<file path="src/rtl/calc_seq_pkg.sv">
// Shared types for the calculator command arbiter/sequencer.
// Holds the requester op encodings, the idle (hold) code driven to the
// calculator and the sequencer state enum.
package calc_seq_pkg;

  localparam int unsigned CALC_CODE_W = 3;
  localparam int unsigned REQ_N       = 2;

  // Invalid calculator code: calculator keeps accumulator and output.
  localparam logic [CALC_CODE_W-1:0] HOLD_CODE_DEF = 3'b111;

  typedef enum logic [1:0] {
    OP_SHOW_IN  = 2'd0,
    OP_ADD      = 2'd1,
    OP_SUB      = 2'd2,
    OP_SHOW_ACC = 2'd3
  } calc_op_e;

  typedef enum logic [1:0] {
    ST_IDLE  = 2'd0,
    ST_ISSUE = 2'd1,
    ST_WAIT  = 2'd2,
    ST_RESP  = 2'd3
  } seq_state_e;

  // Display ops return a result; arithmetic ops do not.
  function automatic logic op_has_rsp(input calc_op_e op);
    return (op == OP_SHOW_IN) || (op == OP_SHOW_ACC);
  endfunction

endpackage

</file>
<file path="src/rtl/calc_rr_arbiter.sv">
// Two-way arbiter producing a one-hot grant while grant_en is high.
// Macro CALC_SEQ_RR_EN: defined -> round-robin (pointer flips to the other
// requester after each grant); undefined -> fixed priority, requester 0 wins.
// Ports:
//   clk, rst_n   : clock, async active-low reset (pointer only)
//   req          : request vector
//   grant_en     : arbitration allowed this cycle
//   grant_c      : one-hot grant (combinational)
module calc_rr_arbiter
  import calc_seq_pkg::*;
(
  input  logic             clk,
  input  logic             rst_n,
  input  logic [REQ_N-1:0] req,
  input  logic             grant_en,
  output logic [REQ_N-1:0] grant_c
);

`ifdef CALC_SEQ_RR_EN
  // prio_q = 1 favours requester 1; reset favours requester 0.
  logic prio_q, prio_d;

  always_comb begin
    grant_c = '0;
    prio_d  = prio_q;
    if (grant_en) begin
      unique case (req)
        2'b01:   grant_c = 2'b01;
        2'b10:   grant_c = 2'b10;
        2'b11:   grant_c = prio_q ? 2'b10 : 2'b01;
        default: grant_c = 2'b00;
      endcase
    end
    // Pointer moves only on a grant: after granting 0, favour 1 and vice versa.
    if (|grant_c) prio_d = grant_c[0];
  end

  always_ff @(posedge clk or negedge rst_n) begin
    if (!rst_n) prio_q <= 1'b0;
    else        prio_q <= prio_d;
  end
`else
  // Fixed priority has no state; clock and reset are intentionally unused.
  logic unused_clk_rst;
  assign unused_clk_rst = clk ^ rst_n;

  always_comb begin
    grant_c = '0;
    if (grant_en) begin
      if (req[0])      grant_c = 2'b01;
      else if (req[1]) grant_c = 2'b10;
    end
  end
`endif

endmodule

</file>
<file path="src/rtl/calc_seq_arbiter.sv">
// Command arbiter and sequencer for the shared accumulator calculator.
// Accepts one (op, operand) command at a time from two requesters, drives the
// calculator code/operand for exactly one cycle, and for display ops returns
// the calculator's registered output to the issuing requester.
// Arbitration mode selected by macro CALC_SEQ_RR_EN (see calc_rr_arbiter).
// Ports:
//   clk, rst_n            : clock, async active-low reset
//   req_valid/req_ready   : per-requester command handshake
//   req_op0/1, req_data0/1: command op and operand
//   rsp_valid/ready/data/id: result handshake, data and issuing requester
//   busy                  : high outside IDLE
//   calc_entrada/codigo   : calculator operand and op code
//   calc_saida            : calculator registered output
module calc_seq_arbiter
  import calc_seq_pkg::*;
#(
  parameter int unsigned            DATA_W    = 8,
  parameter logic [CALC_CODE_W-1:0] HOLD_CODE = HOLD_CODE_DEF
) (
  input  logic                   clk,
  input  logic                   rst_n,
  input  logic [REQ_N-1:0]       req_valid,
  output logic [REQ_N-1:0]       req_ready,
  input  logic [1:0]             req_op0,
  input  logic [1:0]             req_op1,
  input  logic [DATA_W-1:0]      req_data0,
  input  logic [DATA_W-1:0]      req_data1,
  output logic                   rsp_valid,
  input  logic                   rsp_ready,
  output logic [DATA_W-1:0]      rsp_data,
  output logic                   rsp_id,
  output logic                   busy,
  output logic [DATA_W-1:0]      calc_entrada,
  output logic [CALC_CODE_W-1:0] calc_codigo,
  input  logic [DATA_W-1:0]      calc_saida
);

  seq_state_e               state_q, state_d;
  calc_op_e                 op_q, op_d;
  logic                     id_q, id_d;
  logic [CALC_CODE_W-1:0]   calc_codigo_q, calc_codigo_d;
  logic [DATA_W-1:0]        calc_entrada_q, calc_entrada_d;
  logic                     rsp_valid_q, rsp_valid_d;
  logic [DATA_W-1:0]        rsp_data_q, rsp_data_d;
  logic                     rsp_id_q, rsp_id_d;

  logic [REQ_N-1:0]         grant_c;
  logic [1:0]               sel_op_c;
  logic [DATA_W-1:0]        sel_data_c;

  calc_rr_arbiter u_arb (
    .clk      (clk),
    .rst_n    (rst_n),
    .req      (req_valid),
    .grant_en (state_q == ST_IDLE),
    .grant_c  (grant_c)
  );

  // Winner's command (only meaningful when a grant is present).
  assign sel_op_c   = grant_c[1] ? req_op1   : req_op0;
  assign sel_data_c = grant_c[1] ? req_data1 : req_data0;

  // Next-state and registered-output logic.
  always_comb begin
    state_d        = state_q;
    op_d           = op_q;
    id_d           = id_q;
    calc_codigo_d  = HOLD_CODE;
    calc_entrada_d = calc_entrada_q;
    rsp_valid_d    = rsp_valid_q;
    rsp_data_d     = rsp_data_q;
    rsp_id_d       = rsp_id_q;

    unique case (state_q)
      ST_IDLE: begin
        if (|grant_c) begin
          op_d           = calc_op_e'(sel_op_c);
          id_d           = grant_c[1];
          calc_codigo_d  = {1'b0, sel_op_c};
          calc_entrada_d = sel_data_c;
          state_d        = ST_ISSUE;
        end
      end
      ST_ISSUE: begin
        // Calculator samples the code at this edge; code drops back to hold.
        state_d = op_has_rsp(op_q) ? ST_WAIT : ST_IDLE;
      end
      ST_WAIT: begin
        rsp_data_d  = calc_saida;
        rsp_id_d    = id_q;
        rsp_valid_d = 1'b1;
        state_d     = ST_RESP;
      end
      ST_RESP: begin
        if (rsp_ready) begin
          rsp_valid_d = 1'b0;
          state_d     = ST_IDLE;
        end
      end
      default: state_d = ST_IDLE;
    endcase
  end

  always_ff @(posedge clk or negedge rst_n) begin
    if (!rst_n) begin
      state_q        <= ST_IDLE;
      op_q           <= OP_SHOW_IN;
      id_q           <= 1'b0;
      calc_codigo_q  <= HOLD_CODE;
      calc_entrada_q <= '0;
      rsp_valid_q    <= 1'b0;
      rsp_data_q     <= '0;
      rsp_id_q       <= 1'b0;
    end else begin
      state_q        <= state_d;
      op_q           <= op_d;
      id_q           <= id_d;
      calc_codigo_q  <= calc_codigo_d;
      calc_entrada_q <= calc_entrada_d;
      rsp_valid_q    <= rsp_valid_d;
      rsp_data_q     <= rsp_data_d;
      rsp_id_q       <= rsp_id_d;
    end
  end

  assign req_ready    = grant_c;
  assign busy         = (state_q != ST_IDLE);
  assign calc_codigo  = calc_codigo_q;
  assign calc_entrada = calc_entrada_q;
  assign rsp_valid    = rsp_valid_q;
  assign rsp_data     = rsp_data_q;
  assign rsp_id       = rsp_id_q;

endmodule

</file>
<file path="config.mk">
export PLATFORM = sky130hd
export DESIGN_NAME = calc_seq_arbiter
export DESIGN_NICKNAME = d
export VERILOG_FILES = /design/src/rtl/calc_seq_pkg.sv /design/src/rtl/calc_rr_arbiter.sv /design/src/rtl/calc_seq_arbiter.sv
export SDC_FILE = /design/constraint.sdc
export NUM_CORES = 1
export LEC_CHECK = 0
export ABC_CLOCK_PERIOD_IN_PS = 2200
export CAP_MARGIN = 5
export CELL_PAD_IN_SITES_DETAIL_PLACEMENT = 0
export CELL_PAD_IN_SITES_GLOBAL_PLACEMENT = 2
export CORE_MARGIN = 5
export CORE_UTILIZATION = 26
export DETAILED_ROUTE_END_ITERATION = 7
export PLACE_DENSITY = 0.84
export SLEW_MARGIN = 20
export SYNTH_ARGS = -nofsm -noshare
export SYNTH_HDL_FRONTEND = slang
export SYNTH_SLANG_ARGS = --single-unit
export TNS_END_PERCENT = 30
</file>
<file path="constraint.sdc">
create_clock -name clk -period 2.2 [get_ports clk]
set_clock_uncertainty 0.1 [all_clocks]
set_input_delay 0.33 -clock clk [delete_from_list [all_inputs] [get_ports clk]]
set_output_delay 0.33 -clock clk [all_outputs]
set_load 0.03 [all_outputs]
</file>
==> run metrics, run 1 <==
synthesized area 0.00119 mm2; MaxCap Viol Count 0; Mapped Cells 100; initial antenna violation count 0; max-slew violations 0; worst-path fanout max 12; Yosys top cell by area dfrtp_1; placed inst area 0.00182 mm2; final WL 3160 um; max_slew headroom 75.2%; crit path cell chain nor2_2 > buf_4 > nand2_1 > nor2_1 > buf_4; routed vias/inst 4.75; core area 0.00441 mm2; FMAX 521 MHz; Mapped Nets 133; Tot Pwr 2660 uW; WP data required 1.77 ns; share of cells above drive strength 1 16.3%; io pins 57; HPWL Detailed 2410 um; buffer depth of the longest clock path 2; min-delay worst type input port to async pin; maximum vdd drop 491 uV; dpl ws 0.305 ns; drt pass-1 iters 4; total number of yosys warnings 0; DR WL/cell 14.9 um; clock buffer count from CTS 3; leak pwr 0.000750 uW; crit share post-route 87.2%; CTS Hold Bufs 0; # clock sinks 26; CP delay by family, top flip-flops; unrepaired setup endpoints after global routing false; global-route total usage across every layer 11.3%; Clk pin slew, worst setup/hold paths 0.08 ns; first-pass GRT wire length 5620 um; Yosys cell types 25; largest net degree at the start of global routing 27; root buffer cell clkbuf_8; # fillers 425; diode count 0; critical path class flop to output pin; Worst Setup End Kind output pin; Post-route DRC 0; grt total ovfl 0; top cell type's share of synthesized area 48.3%; fin nets 194; final hold viol count 0; Starting Density 27.0%; Largest stage delay, worst path 0.49 ns; Chip Height 77.7 um; initial DRC count 45; Clock Latency Late Sink 0.27 ns; Worst-Margin Slew 0.370 ns; r2r setup slk 0.73 ns; row count 24; average size of a mapped cell 11.9 um2; FFs w/ async S/R, synth 100%; CP Data Arrival Time 1.49 ns; Die W 77.7 um; TritonCTS clock tree built; vias in the first global route 1094; slowest cell on the critical path dfrtp_1; Post-CTS Setup Bufs 0; crit start category flop; DRT antenna net count 0; vias 1006; Crit path top cell by count buf_4; H-tree depth 1; Synth Flop Type dfrtp_1; global placer's final weighted congestion 0.671; top-count cell post-synth dfrtp_1; crit path time final 1.92 ns; status completed; final setup fails 0; worst path buffer plus inverter count 2; EDFF count, synth 0; die area 0.00604 mm2; register area share after synthesis 54.9%; port bufs 56; ranking of synthesized cells by area dfrtp_1, mux2_4, dfstp_2, nor2b_1, a22oi_1; design area 0.00186 mm2; Area Growth Syn to Fin 56.1%; Pwr Density 1430 mW/mm2; final worst slack 0.282 ns; list of most frequent post-synthesis cells dfrtp_1, nor2b_1, a31oi_1, mux2_4; Fin Setup TNS 0 ns; #FFs+latches synth 26
registers in the layout, summed over array words and instances (netlist names), named ones only:
register / flops
state_q: 1
calc_codigo: 3
calc_entrada: 8
rsp_id: 1
rsp_valid: 1
rsp_data: 8
id_q: 1
op_q: 2
report_power, final:
part | internal [uW] | switching, uW | total (uW)
registers | 716 | 171 | 888
logic | 742 | 767 | 1510
clock network | 130 | 138 | 268
total | 1590 | 1080 | 2660
layout by cell type, fill, tap and decap left out, drive strengths merged:
cell type and instances:
dlygate4sd2 1, dfstp 3, nor3 1, nor2b 11, nor3b 3, clkdlybuf4s50 53
inv 2, dfrtp 23, a31oi 9, a21o 1, nor2 5, o21ai 10
mux2 9, buf 8, o21a 2, nand2b 1, xnor2 1, nand2 2
a21oi 3, a22oi 8, clkbuf 4
area by class of cell:
cell class / count / area, um2 / area share, %
sequential: 26 / 654 / 35.1
timing repair buffer: 62 / 599 / 32.2
multi-input combinational: 66 / 490 / 26.3
tap: 52 / 65.1 / 3.49
clock buffer: 4 / 45.0 / 2.42
inverter: 2 / 7.51 / 0.403
stage by stage:
stage / instances / util [%] / hold WS, ns
floorplan: 100 / - / -0.0656
global placement: 208 / 41.2 / 0.364
global route: 212 / 42.2 / 0.350
finish: 212 / 42.2 / 0.321
detailed placement: 208 / 41.2 / 0.379
CTS: 212 / 42.2 / 0.332
timing repair:
item,4_1_cts,5_1_grt
endpoints found under the hold margin,0,0
setup endpoints to repair,1,0
resized for setup,1,0
path summary, 6_finish.rpt:
check / from / cells after the start / to
setup / recovery: flop / 5 / req_ready[1]
hold reg to reg: rsp_valid / 1 / rsp_valid
max in group asynchronous: rst_n / 2 / calc_codigo[2]
hold / removal: rst_n / 2 / op_q[0]
min in group clk: rsp_valid / 1 / rsp_valid
setup reg to reg: flop / 3 / rsp_data[2]
routing by layer:
layer | global-route usage, % | share of wire (%) | vias up | routed length, um
li1 | - | - | 482 | -
met2 | 16.9 | 45 | 49 | 1410
met4 | 2.58 | 0.70 | 0 | 22
met1 | 15.7 | 46 | 471 | 1450
met3 | 3.94 | 8.9 | 4 | 280
met5 | 0 | 0 | - | 0
cell families after synthesis:
logic type	Yosys count	synth area share [%]
XOR/XNOR	1	0.735
AND/OR/NAND/NOR	23	12.0
buffers and inverters	8	3.99
AO/OA/AOI/OAI	33	17.1
flip-flops	26	54.9
multiplexers	9	11.3
Note: power is estimated with default switching activity, not from simulation.
==> run 2, diff against run 1 <==
--- a/config.mk
+++ b/config.mk
@@ -13,6 +13,7 @@
 export CORE_UTILIZATION = 26
 export DETAILED_ROUTE_END_ITERATION = 7
 export PLACE_DENSITY = 0.84
+export REMOVE_ABC_BUFFERS = 1
 export SLEW_MARGIN = 20
 export SYNTH_ARGS = -nofsm -noshare
 export SYNTH_HDL_FRONTEND = slang
==> run metrics, run 2 (synthesis results as in run 1) <==
die area 0.00604 mm2; Tot Pwr 2800 uW; crit path cell chain clkdlybuf4s50_1; Post-route DRC 0; r2r setup slk 0.78 ns; crit share post-route 85.3%; Chip Height 77.7 um; first-pass GRT wire length 5280 um; commonest non-fill, non-tap cell in the layout clkdlybuf4s50_1; Crit path depth 1; crit path time final 1.88 ns; core area 0.00441 mm2; Multi-input gate area 490 um2; vias 1004; DR WL/cell 15.1 um; DRT antenna net count 0; Reg power frac 30.9%; vias in the first global route 1051; min-delay worst type input port to async pin; slowest cell on the critical path clkdlybuf4s50_1; H-tree depth 1; routed vias/inst 4.71; final hold viol count 0; unrepaired setup endpoints after global routing false; grt total ovfl 0; reg2reg end rsp_data[2]; critical path class flop to output pin; largest net degree at the start of global routing 27; worst-path fanout max 1; initial DRC count 60; Largest stage delay, worst path 0.66 ns; row count 24; most frequent cells in the layout clkdlybuf4s50_1, dfrtp_1, nor2b_1; MaxCap Viol Count 0; Starting Density 27.0%; fin nets 195; HPWL Detailed 2470 um; Clock Latency Late Sink 0.27 ns; Internal 1720 uW; io pins 57; port bufs 56; diode count 0; final WL 3220 um; Combinational Power Share 55.2%; worst r2r path cells 4; drt pass-1 iters 4; leak pwr 0.000771 uW; buffer depth of the longest clock path 2; global-route total usage across every layer 10.7%; crit start category flop; Clk pin slew, worst setup/hold paths 0.09 ns; initial antenna violation count 0; Fin Setup TNS 0 ns; FF+latch area 654 um2; Switch Pwr 1080 uW; Post-CTS Setup Bufs 0; Die W 77.7 um; TritonCTS clock tree built; CP delay by family, top buffers and inverters; max_slew headroom 77.4%; Worst-Margin Slew 0.339 ns; status completed; clock buffer count from CTS 3; Worst Setup End Kind output pin; worst path buffer plus inverter count 1; final setup fails 0; # fillers 417; CP Data Arrival Time 1.45 ns; Pwr Density 1470 mW/mm2; max-slew violations 0; share of cells above drive strength 1 17.4%; FMAX 533 MHz; Area Growth Syn to Fin 59.3%; WP data required 1.77 ns; switching power share of the total 38.6%; clock share of power 13.9%; global placer's final weighted congestion 0.737; # clock sinks 26; maximum vdd drop 586 uV; root buffer cell clkbuf_8
[run 2: cell count changes in the layout (fill, tap and decap cells not counted)]
cell	before	now
clkbuf_1	1	0
dlymetal6s2s_1	0	1
bufinv_16	0	1
buf_4	8	9
dlygate4sd2_1	1	0
[run 2: power by group through the flow]
stage / combinational, uW / sequential [uW] / clock, uW
2_1_floorplan: 555 / 1240 / 0
3_3_place_gp: 1540 / 865 / 0
3_5_place_dp: 1560 / 874 / 0
4_1_cts: 1560 / 865 / 396
5_1_grt: 1640 / 896 / 420
6_report: 1540 / 863 / 390
[run 2: stage by stage]
stage                     utilization [%]  hold WS, ns  instance area, um2  setup WS, ns  std cells
after floorplan                         -      -0.0656                1150         0.390         94
after global placement               41.4        0.364                1830         0.382        209
after detailed placement             41.4        0.366                1830         0.350        209
after CTS                            43.0        0.333                1900        0.0534        213
after global routing                 43.0        0.354                1900         0.222        213
final                                43.0        0.318                1900         0.322        213
[run 2: worst max path at each step]
stage / from / to / slack [ns]
after CTS: state_q[0] / busy / 0.05
after global placement: state_q[0] / busy / 0.38
final: calc_codigo[2] / calc_codigo[2] / 0.32
after global routing: state_q[0] / req_ready[1] / 0.22
after floorplan: flop / rsp_data[0] / 0.39
after detailed placement: state_q[0] / busy / 0.35
[run 2: worst register-to-register path, stage by stage (launching register included)]
cell and delay (ns):
dfrtp_1 0.36, buf_4 0.16, nor2b_1 0.14, buf_4 0.23
mux2_4 0.33
[run 2: layout make-up]
| class | count | area share [%] |
|---|---|---|
| Clock inverter | 1 | 1.58 |
| Inverter | 2 | 0.395 |
| Multi-Input combinational cell | 66 | 25.8 |
| Tap cell | 52 | 3.43 |
| Sequential cell | 26 | 34.5 |
| Clock buffer | 3 | 2.17 |
| Timing Repair Buffer | 63 | 32.1 |
[run 2: routing by layer]
metal  share of wire [%]  GRT usage [%]
met1                  46           14.6
met2                  45           16.8
met3                 9.3           3.94
met4                0.16          0.859
met5                   0              0
[run 2: repair_timing]
action | CTS | global route
hold buffers | 0 | 0
gates resized for setup | 0 | 1
setup endpoints to repair | 0 | 1
==> run 3, diff against run 2 <==
--- a/config.mk
+++ b/config.mk
@@ -11,6 +11,7 @@
 export CELL_PAD_IN_SITES_GLOBAL_PLACEMENT = 2
 export CORE_MARGIN = 5
 export CORE_UTILIZATION = 26
+export CTS_CLUSTER_SIZE = 8
 export DETAILED_ROUTE_END_ITERATION = 7
 export PLACE_DENSITY = 0.84
 export REMOVE_ABC_BUFFERS = 1
==> results of run 3 <==
The final DEF is identical to that of run 2; final timing and power are the same.
